**config.mk**
```make
export PLATFORM = sky130hd
export DESIGN_NAME = ln_vec_packer
export DESIGN_NICKNAME = d
export VERILOG_FILES = /design/src/rtl/ln_vec_packer.sv
export SDC_FILE = /design/constraint.sdc
export NUM_CORES = 2
export LEC_CHECK = 0
export BUFFER_PORTS_ARGS = -buffer_cell sky130_fd_sc_hd__buf_2
export CAP_MARGIN = 40
export CORE_MARGIN = 1
export CORE_UTILIZATION = 30
export DETAILED_ROUTE_END_ITERATION = 8
export SETUP_SLACK_MARGIN = 0.05
export SLEW_MARGIN = 10
export SYNTH_ARGS = -nofsm -noshare
export SYNTH_HDL_FRONTEND = slang
export SYNTH_SLANG_ARGS = --single-unit
```
**constraint.sdc**
```tcl
create_clock -name clk -period 6.35 [get_ports clk]
set_input_delay 0.635 -clock clk [delete_from_list [all_inputs] [get_ports clk]]
set_output_delay 0.635 -clock clk [all_outputs]
set_load 0.02 [all_outputs]
```
**src/rtl/ln_vec_packer.sv**
```systemverilog
// Packs element beats into one N_ELEM*DW vector for the LN pipeline; closing beat -> m_valid next cycle.
// One vector can wait in the assembly buffer behind a stalled output register; s_ready drops while it does.
module ln_vec_packer #(
   parameter int N_ELEM = 64,
   parameter int DW     = 16
) (
   input  logic                   clk,
   input  logic                   rst_n,
   input  logic                   s_valid,
   output logic                   s_ready,
   input  logic [DW-1:0]          s_data,
   input  logic                   s_last,
   output logic                   m_valid,
   input  logic                   m_ready,
   output logic [N_ELEM*DW-1:0]   m_data,
   output logic                   err_short,
   output logic                   err_long,
   output logic [15:0]            vec_count
);

   localparam int IW = (N_ELEM > 1) ? $clog2(N_ELEM) : 1;
   localparam logic [IW-1:0] IDX_MAX = IW'(N_ELEM - 1);

   typedef enum logic {FILL, STALL} state_t;

   state_t                 state, state_nxt;
   logic [IW-1:0]          idx;
   logic [N_ELEM*DW-1:0]   asm_buf;
   logic [N_ELEM*DW-1:0]   full_vec;
   logic                   accept, at_max, close, slot_free;
   logic                   release_stall, load_out;

   assign s_ready   = (state == FILL);
   assign accept    = s_valid & s_ready;
   assign at_max    = (idx == IDX_MAX);
   assign close     = accept & (s_last | at_max);
   assign slot_free = ~m_valid | m_ready;
   assign load_out  = (close & slot_free) | release_stall;

   // Lanes above idx are already zero because the buffer clears on every handoff.
   always_comb begin
      full_vec = asm_buf;
      full_vec[idx*DW +: DW] = s_data;
   end

   always_comb begin
      state_nxt     = state;
      release_stall = 1'b0;
      case (state)
         FILL: begin
            if (close && !slot_free) state_nxt = STALL;
         end
         STALL: begin
            if (m_valid && m_ready) begin
               state_nxt     = FILL;
               release_stall = 1'b1;
            end
         end
         default: state_nxt = FILL;
      endcase
   end

   always_ff @(posedge clk or negedge rst_n) begin
      if (!rst_n) state <= FILL;
      else        state <= state_nxt;
   end

   always_ff @(posedge clk or negedge rst_n) begin
      if (!rst_n) begin
         idx       <= '0;
         asm_buf   <= '0;
         m_data    <= '0;
         m_valid   <= 1'b0;
         err_short <= 1'b0;
         err_long  <= 1'b0;
         vec_count <= '0;
      end else begin
         err_short <= close & ~at_max;
         err_long  <= close & at_max & ~s_last;

         if (close && slot_free) begin
            m_data  <= full_vec;
            asm_buf <= '0;
            idx     <= '0;
         end else if (release_stall) begin
            m_data  <= asm_buf;
            asm_buf <= '0;
            idx     <= '0;
         end else if (accept) begin
            // A stalled close keeps idx; it is reset when the vector is released.
            asm_buf <= full_vec;
            if (!close) idx <= idx + IW'(1);
         end

         if (load_out)     m_valid <= 1'b1;
         else if (m_ready) m_valid <= 1'b0;

         if (load_out) vec_count <= vec_count + 16'd1;
      end
   end

endmodule
```
# == Yosys cells after proc, flatten, opt, wreduce, memory -nomap -nowiden ==
# Cells that the tools add are included.
# word_totals
reg_bits,2074
in_bits,21
output_inout_bits,1044
# classes
add_sub_neg,3
mux,17
n_eq_ne,2
bitwise_logic,13
shifts,2
reduce_logical,8
# op_table
operator,count
$mux W1024,5
$bwmux W1024,1
$shift A16 B34 Y1024 const A,1
$shiftx A16 B34 Y1024,1
$neg A10 Y34,1
$mux W6,4
$add A16 B1 Y16 const B,1
$add A6 B1 Y6 const B,1
$and A1 B1 Y1,6
$eq A6 B6 Y1 const B,1
$mux W1,6
$not A1 Y1,4
$reduce_bool A2 Y1,2
$logic_and A1 B1 Y1,3
$ne A3 B1 Y1 const B,1
$or A1 B1 Y1,3
$reduce_bool A3 Y1,1
$pmux W1 S2,1
$reduce_and A2 Y1,1
$logic_not A1 Y1,1

# == Longest topological paths before layout ==
# depth
ltp_word,7
mapped_depth,15

# == Worst setup path after synthesis ==
# OpenSTA, ideal clock, no wires.
# synth_timing
path_kind,register to register
from,register idx[2]
to,register m_data[566]
arrival_ns,3.400
stages_incl_launch_ff,14
slack_ns,2.856
synth_period_minus_slack_ns,3.494
n_path_buf,5
t_required_ns,6.256
cell_sequence,dfrtp_1 buf_2 buf_4 or3_1 nor3_1 ha_1 clkbuf_1 a21oi_1 clkbuf_1 o211ai_1 a21oi_1 buf_2 nor2_1 a211oi_1
# synth_via
elab_chain_len,5
word_cells_on_any_way,10
cone_classes,1 x add/sub; 1 x eq/ne; 2 x shift; 2 x mux; 2 x bitwise; 2 x reduce/logical
# synth_rtl
item,line,text
start: declaration,27,logic [IW-1:0] idx;
start signal: assignment,92,if (!close) idx <= idx + IW'(1);
"parallel branches: the longest is 5 deep, another holds $neg A10 Y34",n/a,
end signal: assignment,82,m_data <= full_vec;
end signal: assignment,86,m_data <= asm_buf;
end: declaration,15,"output logic [N_ELEM*DW-1:0] m_data,"
# Parallel ways; which one is timed is not known.
# A chain may end at the register's enable or synchronous reset.

# == Final worst setup path ==
# layout_timing
from,register idx[2]
to,register asm_buf[294]
# layout_via
elab_chain_len,6
word_cells_on_any_way,12
cone_classes,1 x add/sub; 1 x eq/ne; 2 x shift; 4 x mux; 2 x bitwise; 2 x reduce/logical
# layout_rtl
item,line,text
$neg A10 Y34,43,full_vec[idx*DW +: DW] = s_data;
$shiftx A16 B34 Y1024 or $shift A16 B34 Y1024 (tied branches),43,
$bwmux W1024,43,
$mux W1024,89,end else if (accept) begin
$mux W1024,85,end else if (release_stall) begin
$mux W1024,81,if (close && slot_free) begin
end signal: assignment,91,asm_buf <= full_vec;
end: declaration,28,logic [N_ELEM*DW-1:0] asm_buf;
# Parallel ways exist; a longest one is shown, timed or not. The select of a mux whose other input is x is not followed.

==> summary.txt <==
Outcome
  • Outcome: finished, final reports clean

CTS
  • Total setup buffers inserted after CTS: 0
  • Root buffer cell: clkbuf_16
  • CTS tree: done
  • H-Tree Depth: 4
  • CTS Buffer Depth: 4
  • Register clock-pin slew on the reported worst setup and hold paths: roughly 0.06 ns
  • CTS Buf Count: 229
  • Clk_lat worst skew: 0.95 ns
  • Hold-fix buffers, CTS: 2
  • Post-cts repair resize count: 0
  • Sink Count: 2,074

Logic synthesis
  • Most frequent cell after synthesis: dfrtp_1
  • Synth top cells by count: dfrtp_1, nand2_1, nor2_1
  • Syn Nets: between 8,000 and 9,000
  • Synth Flop Type: dfrtp_1
  • FF+latch count, synth: between 2,000 and 2,500
  • Number of synthesis warnings: 0
  • Yosys cell types: 81
  • Cells after synthesis: roughly 8,200
  • Synth top area cells: dfrtp_1, nand2_1, a22o_1
  • Cell taking the most area after synthesis: dfrtp_1
  • Post-Syn Area: ~0.085 mm^2
  • Avg Cell Area, Syn: roughly 10 um^2
  • Async SR Flop Fraction: 100%
  • Share of the synthesized area in the top cell type: around three fifths
  • Post-synthesis sequential area ratio: about three fifths
  • EDFF count, synth: 0

Critical path
  • CP max FO: 33
  • Crit start category: flip-flop
  • R2R Setup Slk: 1.28 ns
  • Critical Path AT: ~5.9 ns
  • Endpoint type of the worst setup path: flip-flop
  • Critical path type: flip-flop to flip-flop
  • Data required time of the worst path: ~7.2 ns

Drt
  • Pre-antenna DRT Iters: 8
  • Initial drt markers: 8,662
  • Vias per cell: ~5.6
  • Final ANT Viol Nets: 0
  • Wire per inst: approximately 30 um
  • Total Routed Length: ~390 mm
  • Via Count: between 70,000 and 80,000
  • DR DRC count: 0

Floorplanning
  • Die area: ~0.28 mm^2
  • Core box area: approximately 0.28 mm^2
  • IO Pins: around 1,100
  • Starting Density: between 30% and 40%
  • Die width: roughly 530 um
  • Core Rows: 194
  • Die Y-Extent: approximately 530 um

Final layout
  • Final Cell Area: 0.104 mm^2
  • Area Overhead vs Synth: 22.6%
  • Fraction of layout cells with a size suffix above 1: about a fifth
  • Filler instances: 27,700
  • Final net count: 9,184

GRT
  • Initial antenna violation count: 34
  • First-pass GRT wire length: between 500 and 600 mm
  • Largest net degree at the start of global routing: 176
  • Vias in the first global route: a little over 70,000
  • Gr ovfl total: 0
  • Total GRT Usage: about a quarter

STA
  • Fin crit period: between 5 and 6 ns
  • # setup viols final: 0
  • RSZ-0062 raised after global routing: false
  • Max Clk Rate: slightly below 200 MHz
  • Tcrit/Tclk final: about four fifths
  • Fin. Hold Viols: 0
  • Slew of the pin with the lowest slew margin: ~1.2 ns
  • Max-slew violation total from the final report: 0
  • Setup TNS: 0 ns
  • Slew HR: a little under a quarter
  • Final Skew: 0.0602 ns

Placement
  • Routability Congestion: between 0.9 and 1
  • DP Area: roughly 0.096 mm^2
  • Port bufs: about 1,100
  • DPL Wire Length: about 280 mm

Hold path
  • Hold WC Path Type: input port to flip-flop

Pwr
  • P_leak: around 48 nW
  • Power density of the placed cells: ~440 mW/mm^2
  • Maximum vdd drop: approximately 0.32 mV

Run
  • Max-Cap Viols: 0
sequential cells by signal, summed over array words and instances (netlist names):
register   cells
asm_buf     1024
m_data      1024
vec_count     16
idx            6
err_long       1
err_short      1
m_valid        1
state          1
metal layers:
layer | routed length [um] | vias to the layer above | global-route usage [%]
met5 | 43 | - | 0
met1 | 163000 | 37600 | 35.8
met2 | 165000 | 3897 | 38.7
met4 | 21700 | 6 | 13.2
met3 | 39400 | 705 | 7.96
li1 | - | 31300 | -
final timing paths:
kind / start / endpoint / cells past startpoint
worst max register to register: idx[2]$_DFFE_PN0P_ / asm_buf[294]$_DFFE_PN0P_ / 13
max in group asynchronous: rst_n / m_data[284]$_DFFE_PN0P_ / 4
worst min-delay path: s_valid / state$_DFF_PN0_ / 4
min in group asynchronous: rst_n / m_data[804]$_DFFE_PN0P_ / 2
worst min register to register: asm_buf[810]$_DFFE_PN0P_ / m_data[810]$_DFFE_PN0P_ / 2
worst max-delay path: idx[2]$_DFFE_PN0P_ / asm_buf[294]$_DFFE_PN0P_ / 13
kinds of logic after synthesis:
family / synth area share [%]
AOI/OAI and AO/OA: 22.2
muxes: 0.271
xor gates and xnor gates: 0.286
and+or+nand+nor: 12.1
DFF: 61.2
buffers and inverters: 3.85
adders and majority gates: 0.0590
critical path, stage by stage (launching register included):
cell     delay [ns]
dfrtp_1        0.35
buf_4          0.25
or3_1          0.48
nor3_1         0.19
ha_1           0.67
inv_1          0.30
a21oi_4        0.53
buf_4          0.52
o21ai_2        0.35
nor2_2         0.18
buf_4          0.38
o21ai_2        0.27
buf_6          0.25
a22o_1         0.19
placed cells by master (no fill, tap or decap), types with 43 or more instances in the layout:
| master | n |
|---|---|
| nor3_1 | 170 |
| inv_1 | 192 |
| a222oi_1 | 111 |
| a22oi_1 | 52 |
| nand3_1 | 80 |
| a221o_1 | 160 |
| buf_2 | 1070 |
| a21oi_1 | 424 |
| buf_4 | 234 |
| dfrtp_1 | 2074 |
| nand2_1 | 1242 |
| clkbuf_1 | 43 |
| clkbuf_16 | 231 |
| o2bb2ai_1 | 144 |
| clkbuf_8 | 59 |
| a211oi_1 | 58 |
| nor2_1 | 917 |
| a31oi_1 | 124 |
| o21ai_0 | 745 |
| o221a_2 | 101 |
| a22o_1 | 475 |
final cells by class:
class	count	area, um^2	area share [%]
Tap cell	3724	4660	4.48
Multi-Input combinational cell	5260	30100	28.9
Timing Repair Buffer	1401	8650	8.32
Sequential cell	2074	51900	49.9
Inverter	193	724	0.697
Clock inverter	85	1210	1.16
Clock buffer	333	6750	6.49
Antenna cell	11	27.5	0.0265
report_power, final:
part / leakage, nW / switching, mW / internal [mW] / total, mW
logic: 15.9 / 11.9 / 3.54 / 15.4
registers: 28.2 / 1.24 / 14.6 / 15.8
clock network: 3.89 / 5.89 / 8.25 / 14.1
total: 48.0 / 19.0 / 26.4 / 45.4
per-stage QoR:
stage | hold slack (ns) | power, mW | instances | setup WS, ns | utilization (%)
after floorplan | 0.339 | 23.1 | 8157 | 2.86 | -
after global placement | 0.452 | 30.7 | 12500 | 1.19 | 33.7
after detailed placement | 0.457 | 31.3 | 12600 | 1.33 | 34.2
after CTS | 0.0592 | 45.5 | 13100 | 1.35 | 37.1
after global routing | 0.0694 | 46.9 | 13100 | 1.17 | 37.1
final | 0.122 | 45.4 | 13100 | 1.28 | 37.1
(Power assumes the default switching activity.)
